===== config.mk =====
export PLATFORM = sky130hd
export DESIGN_NAME = dff_bank_arbiter
export DESIGN_NICKNAME = d
export VERILOG_FILES = /design/src/rtl/dff_bank_arbiter.sv
export SDC_FILE = /design/constraint.sdc
export NUM_CORES = 1
export LEC_CHECK = 0
export ABC_AREA = 1
export CAP_MARGIN = 20
export CORE_MARGIN = 4
export CORE_UTILIZATION = 53
export CTS_CLUSTER_SIZE = 10
export DETAILED_ROUTE_END_ITERATION = 7
export MAX_ROUTING_LAYER = met4
export PLACE_DENSITY = 0.85
export SLEW_MARGIN = 20
export SYNTH_ARGS = -nofsm -noshare
export SYNTH_HDL_FRONTEND = slang
export SYNTH_SLANG_ARGS = --single-unit

===== constraint.sdc =====
create_clock -name clk -period 3.15 [get_ports clk]
set_clock_uncertainty 0.15 [all_clocks]
set_input_delay 0.4725 -clock clk [delete_from_list [all_inputs] [get_ports clk]]
set_output_delay 0.4725 -clock clk [all_outputs]
set_load 0.01 [all_outputs]

===== src/rtl/dff_bank_arbiter.sv =====
// Two-requester round-robin arbiter in front of a small DFF register bank.
// Optional even-parity storage and checking: define DFF_BANK_PARITY_EN.
module dff_bank_arbiter #(
    parameter int WIDTH  = 8,
    parameter int ADDR_W = 2
) (
    input  logic              clk,
    input  logic              rst_n,
    input  logic              req0,
    input  logic              req1,
    input  logic              we0,
    input  logic              we1,
    input  logic [ADDR_W-1:0] addr0,
    input  logic [ADDR_W-1:0] addr1,
    input  logic [WIDTH-1:0]  wdata0,
    input  logic [WIDTH-1:0]  wdata1,
    output logic              gnt0,
    output logic              gnt1,
    output logic [WIDTH-1:0]  rdata,
    output logic              rvalid0,
    output logic              rvalid1,
    output logic              perr
);

    localparam int DEPTH = 2 ** ADDR_W;
`ifdef DFF_BANK_PARITY_EN
    localparam int SW = WIDTH + 1;
`else
    localparam int SW = WIDTH;
`endif

    typedef enum logic [1:0] {
        IDLE = 2'd0,
        G0   = 2'd1,
        G1   = 2'd2
    } state_t;

    state_t state;
    logic   last;
    logic   elig0;
    logic   elig1;

    // The requester being served this cycle sits out the next decision.
    assign elig0 = req0 && (state != G0);
    assign elig1 = req1 && (state != G1);

    always_ff @(posedge clk) begin
        if (!rst_n) begin
            state <= IDLE;
            last  <= 1'b1;
        end else if (elig0 && elig1) begin
            if (last) begin
                state <= G0;
                last  <= 1'b0;
            end else begin
                state <= G1;
                last  <= 1'b1;
            end
        end else if (elig0) begin
            state <= G0;
            last  <= 1'b0;
        end else if (elig1) begin
            state <= G1;
            last  <= 1'b1;
        end else begin
            state <= IDLE;
        end
    end

    assign gnt0 = (state == G0);
    assign gnt1 = (state == G1);

    logic              act;
    logic              sel_we;
    logic [ADDR_W-1:0] sel_addr;
    logic [WIDTH-1:0]  sel_wdata;
    logic [SW-1:0]     wentry;
    logic [SW-1:0]     rentry;
    logic [SW-1:0]     bank [DEPTH];

    assign act       = gnt0 || gnt1;
    assign sel_we    = gnt1 ? we1 : we0;
    assign sel_addr  = gnt1 ? addr1 : addr0;
    assign sel_wdata = gnt1 ? wdata1 : wdata0;
    assign rentry    = bank[sel_addr];

`ifdef DFF_BANK_PARITY_EN
    assign wentry = {^sel_wdata, sel_wdata};
`else
    assign wentry = sel_wdata;
`endif

    // Reset wins over a write granted in the same cycle.
    always_ff @(posedge clk) begin
        if (!rst_n) begin
            for (int i = 0; i < DEPTH; i++) begin
                bank[i] <= '0;
            end
        end else if (act && sel_we) begin
            bank[sel_addr] <= wentry;
        end
    end

    always_ff @(posedge clk) begin
        if (!rst_n) begin
            rdata   <= '0;
            rvalid0 <= 1'b0;
            rvalid1 <= 1'b0;
        end else begin
            rvalid0 <= gnt0 && !we0;
            rvalid1 <= gnt1 && !we1;
            if (act && !sel_we) begin
                rdata <= rentry[WIDTH-1:0];
            end
        end
    end

`ifdef DFF_BANK_PARITY_EN
    always_ff @(posedge clk) begin
        if (!rst_n) begin
            perr <= 1'b0;
        end else begin
            perr <= act && !sel_we &&
                    ((^rentry[WIDTH-1:0]) != rentry[WIDTH]);
        end
    end
`else
    assign perr = 1'b0;
`endif

endmodule


==> impl_metrics.env, run 1 <==
export IMPL_synth_top_area_share_pct=41.6
export IMPL_syn_to_final_growth_pct=22.1
export IMPL_ctsResizeCount=0
export IMPL_ys_seq_area_share_pct=52.8
export IMPL_syn_inst=283
export IMPL_synth_common_cells="inv_1, nand2_1, nand3_1"
export IMPL_synth_area_leader_cell="edfxtp_1"
export IMPL_postCtsSetupBuffers=0
export IMPL_synth_area_um2=2310
export IMPL_drv_slew=0
export IMPL_vias=1908
export IMPL_min_period_ns=2.55
export IMPL_crit_fanout=17
export IMPL_multi_input_area_um2=820
export IMPL_arrival_ns=2.38
export IMPL_wl_per_cell_um=13.3
export IMPL_hpwl_mm=3.79
export IMPL_hold_viol_final=0
export IMPL_ant_nets=0
export IMPL_r2r_start="state[0]"
export IMPL_drive_gt1_share_pct=8.02
export IMPL_reg2reg_to="bank[0][4]"
export IMPL_clockBufferDepth=2
export IMPL_cts_tree="done"
export IMPL_yosysWarnings=0
export IMPL_die_h_um=74.1
export IMPL_pin_count=39
export IMPL_fin_nets=351
export IMPL_start_kind="register"
export IMPL_grt_setup_unrepaired="no"
export IMPL_clock_sinks=45
export IMPL_setup_tns_ns=0
export IMPL_ys_async_sr_fraction_pct=0
export IMPL_fin_crit_sh_pct=80.9
export IMPL_mappedNetlistNets=311
export IMPL_clk_pin_slew_ns=0.08
export IMPL_n_antenna_cell=0
export IMPL_end_kind="register"
export IMPL_drtIter0Drc=150
export IMPL_drt_wl_total_mm=4.97
export IMPL_leakagePower_nw=1.32
export IMPL_ff2ff_path_depth=8
export IMPL_vdd_drop_max_mv=0.306
export IMPL_row_count=23
export IMPL_netlist_top_cells_area="edfxtp_1, dfxtp_1, nand3_1, inv_1, nand2_1"
export IMPL_grt_pass1_vias=1706
export IMPL_netlist_cell_type_count=24
export IMPL_overflow=0
export IMPL_avgSynthCellArea_um2=8.17
export IMPL_crit_type="reg -> reg"
export IMPL_hold_start="last"
export IMPL_cts_buffers=5
export IMPL_die_w_um=74.1
export IMPL_holdCritPathClass="reg -> reg"
export IMPL_synth_flop_cell="edfxtp_1"
export IMPL_grt_max_degree=18
export IMPL_portBuffers=37
export IMPL_synth_seq_cells=45
export IMPL_num_fill_cells=348
export IMPL_fmax_mhz=393
export IMPL_worstMarginPinSlew_ns=0.659
export IMPL_power_density_cell_area_nw_per_um2=451
export IMPL_htreeDepth=2
export IMPL_synth_edf_count=32
export IMPL_root_buffer="clkbuf_8"
export IMPL_yosysMostFrequentCell="inv_1"
export IMPL_max_slew_margin_pct=55.8
export IMPL_hold_slack_ns=0.339
export IMPL_clock_latency_ns=0.30
export IMPL_hold_depth=1
export IMPL_status="complete, no violations"
export IMPL_route_detailed_drc=0
export IMPL_grt_usage_pct=19.9
export IMPL_grt_pass1_wl_mm=7.79
export IMPL_holdPathEnd="last"
export IMPL_ff2ff_setup_slack_ns=0.60
export IMPL_drv_cap=0
export IMPL_grt_antenna_before_repair=0
export IMPL_initial_core_util_pct=56.2
export IMPL_place_congestion=0.839
export IMPL_die_area_um2=5480
export IMPL_core_area_um2=4120
export IMPL_final_setup_viol_count=0
export IMPL_first_pass_iters=5
export IMPL_hold_buffers=0
export IMPL_vias_per_cell=5.10
export IMPL_regArea_um2=1220
export IMPL_worstPathRequired_ns=2.98
==> critical path, stage by stage, from the launching register on <==
cell and delay (ns):
dfxtp_1 0.32, inv_1 0.06, ha_1 0.37, inv_2 0.22, nand2_2 0.29, nand2_2 0.23
inv_2 0.16, nand3_4 0.13, nand2_1 0.31
==> layout by cell type, fill, tap and decap left out <==
master           count
ha_1                 2
buf_4                4
a21oi_4              1
o31ai_1              1
nor2_8               1
clkbuf_8             5
nor3_1               1
a21oi_1              1
nand3_4              2
conb_1               1
nand3b_4             1
o21ai_1              2
nand2_2              6
o21ai_2              1
nand3_1             48
inv_2                2
inv_1               59
clkinv_2             1
clkdlybuf4s50_1     37
inv_6                1
edfxtp_1            32
a211oi_1             1
nor2_1              42
o21ai_0              2
nand2_1             56
clkinvlp_4           1
dfxtp_1             13
==> metrics by stage <==
step / util [%] / std cells / setup slack, ns / total power [mW] / instance area, um2
final: 68.6 / 374 / 0.602 / 1.27 / 2820
after detailed placement: 66.4 / 366 / 0.578 / 0.920 / 2730
after global routing: 68.6 / 374 / 0.413 / 1.33 / 2820
after floorplan: - / 283 / 0.745 / 0.830 / 2310
after global placement: 66.4 / 366 / 0.637 / 0.915 / 2730
after CTS: 68.6 / 374 / 0.592 / 1.28 / 2820
==> worst max-delay path by stage <==
stage	from	endpoint	cells past startpoint
2_1_floorplan	state[0]	bank[3][0]	7
3_3_place_gp	rst_n	bank[0][6]	5
3_5_place_dp	rst_n	bank[1][0]	5
4_1_cts	state[0]	bank[0][4]	8
5_1_grt	state[0]	bank[0][4]	8
6_report	state[0]	bank[0][4]	8
==> cells by family (layout without fill, tap and decap cells) <==
group | after synthesis | in the layout | share of synthesized area [%]
other | 1 | 1 | 0.162
adders and majority gates | 2 | 2 | 1.08
and+or+nand+nor | 157 | 157 | 31.4
buffers and inverters | 69 | 110 | 11.7
AOI/OAI and AO/OA | 9 | 9 | 2.81
DFF | 45 | 45 | 52.8
==> power by group <==
| group | total, mW | switching (mW) | internal (mW) |
|---|---|---|---|
| clock network | 0.365 | 0.208 | 0.157 |
| logic | 0.229 | 0.131 | 0.0975 |
| registers | 0.678 | 0.0120 | 0.666 |
| total | 1.27 | 0.351 | 0.921 |
==> area by class of cell <==
| type | count | share of cell area [%] |
|---|---|---|
| flip-flops and latches | 45 | 43.3 |
| multi-input cells | 169 | 29.0 |
| repair buffers | 41 | 14.2 |
| inverters | 61 | 8.11 |
| clock buffers | 5 | 2.44 |
| well taps | 50 | 2.22 |
| clock inverters | 3 | 0.754 |
==> per-layer routing <==
layer	vias to the layer above	wire (um)	global-route usage (%)	part of all wire [%]
li1	959	-	-	-
met1	833	2030	23.9	41
met2	102	2370	32.7	48
met3	14	428	3.65	8.6
met4	0	146	9.05	2.9
met5	-	0	-	0
==> sequential cells by signal, summed over array words and instances (netlist names) <==
name / cells
rdata: 8
bank: 32
last: 1
rvalid0: 1
rvalid1: 1
state: 2
Power figures use the tool's default switching activity.
==> inputs of run 2 (changes only) <==
Clock period 3.15 ns to 2.36 ns, I/O delays scaled along.
==> impl_metrics.env, run 2 (synthesis gave the netlist of run 1 again) <==
export IMPL_status="complete, no violations"
export IMPL_n_antenna_cell=0
export IMPL_die_area_um2=5480
export IMPL_fin_ws_ns=0.218
export IMPL_path_cells="inv_1 > ha_1 > inv_2 > nand2_2 > nand3b_4 > nor2_8 > nand3_4 > nand2_1"
export IMPL_drive_gt1_share_pct=10.6
export IMPL_post_dp_cell_area_um2=2790
export IMPL_cpMaxStageDelayCell="dfxtp_1"
export IMPL_drv_cap=0
export IMPL_holdCritPathClass="reg -> reg"
export IMPL_fin_nets=358
export IMPL_hold_viol_final=0
export IMPL_vias_per_cell=4.94
export IMPL_place_congestion=0.954
export IMPL_end_kind="register"
export IMPL_core_area_um2=4120
export IMPL_initial_core_util_pct=56.2
export IMPL_ant_nets=0
export IMPL_htreeDepth=2
export IMPL_grt_setup_unrepaired="no"
export IMPL_fin_crit_sh_pct=90.8
export IMPL_grt_pass1_wl_mm=8.22
export IMPL_die_h_um=74.1
export IMPL_start_kind="register"
export IMPL_setup_tns_ns=0
export IMPL_hold_buffers=0
export IMPL_layout_commonest_cell="inv_1"
export IMPL_wl_met3_um=372
export IMPL_grt_antenna_before_repair=0
export IMPL_row_count=23
export IMPL_fmax_mhz=467
export IMPL_vdd_drop_max_mv=0.418
export IMPL_final_cell_mix="inv_1, nand2_1, nand3_1"
export IMPL_drt_wl_total_mm=5.12
export IMPL_crit_family="simple AND/OR/NAND/NOR gates"
export IMPL_crit_type="reg -> reg"
export IMPL_clock_sinks=45
export IMPL_drv_slew=0
export IMPL_worstPathRequired_ns=2.18
export IMPL_wl_met1_mm=2.07
export IMPL_hpwl_mm=3.88
export IMPL_power_density_cell_area_nw_per_um2=628
export IMPL_leakagePower_nw=1.37
export IMPL_overflow=0
export IMPL_cpPeakStageDelay_ns=0.32
export IMPL_cts_tree="done"
export IMPL_routed_top_layer="met4"
export IMPL_place_ws_ns=0.0689
export IMPL_clk_pin_slew_ns=0.08
export IMPL_min_period_ns=2.14
export IMPL_grt_max_degree=17
export IMPL_reg_largest_list="bank: 32 flops, rdata: 8 flops, state: 2 flops"
export IMPL_dr_wl_met2_mm=2.58
export IMPL_final_setup_viol_count=0
export IMPL_postLayoutCoreUtil_pct=71.0
export IMPL_pin_count=39
export IMPL_grt_usage_pct=21.4
export IMPL_syn_to_final_growth_pct=26.4
export IMPL_die_w_um=74.1
export IMPL_drtIter0Drc=180
export IMPL_top_register="bank"
export IMPL_clock_latency_ns=0.30
export IMPL_first_pass_iters=4
export IMPL_crit_buf_inv=2
export IMPL_root_buffer="clkbuf_8"
export IMPL_vias=1881
export IMPL_wl_per_cell_um=13.4
export IMPL_crit_fanout=10
export IMPL_clockBufferDepth=2
export IMPL_grt_pass1_vias=1786
export IMPL_largest_reg_flops=32
export IMPL_route_detailed_drc=0
export IMPL_cts_buffers=5
export IMPL_portBuffers=37
export IMPL_arrival_ns=1.96
export IMPL_fin_area_um2=2920
run 2: worst paths after layout:
path	from	endpoint	slack (ns)	cells after the start
max	state[0]	bank[1][1]	0.22	8
min	last	last	0.32	1
max reg2reg	state[0]	bank[1][1]	0.22	8
min reg2reg	last	last	0.32	1
run 2: routing by layer:
layer	vias up	global-route usage, %
met5	-	-
met2	78	36.0
met1	821	25.0
met4	0	8.05
met3	8	4.86
li1	974	-
run 2: layout make-up:
type / count / area [um2]
Sequential cell: 45 / 1220
Fill cell: 340 / 1190
Multi-Input combinational cell: 169 / 828
Timing Repair Buffer: 48 / 453
Inverter: 61 / 229
Clock buffer: 7 / 119
Tap cell: 50 / 62.6
Clock inverter: 1 / 8.76
run 2: where the power goes:
group          switching [mW]  leakage, nW  total (mW)  internal [mW]
Clock                   0.267       0.0651       0.608          0.341
Sequential             0.0151        0.438       0.904          0.889
Combinational           0.182        0.871       0.322          0.140
Total                   0.464         1.37        1.83           1.37
run 2: through the flow:
step / instances / hold slack (ns) / total power, mW
detailed placement: 373 / 0.318 / 1.24
finish: 381 / 0.325 / 1.83
floorplan: 283 / 0.282 / 1.11
global placement: 373 / 0.313 / 1.23
global route: 381 / 0.366 / 1.92
CTS: 381 / 0.331 / 1.85
run 2: what timing repair did:
item | in CTS | in global routing
setup endpoints to repair | 0 | 16
buffers inserted | 0 | 0
resized for setup | 0 | 1
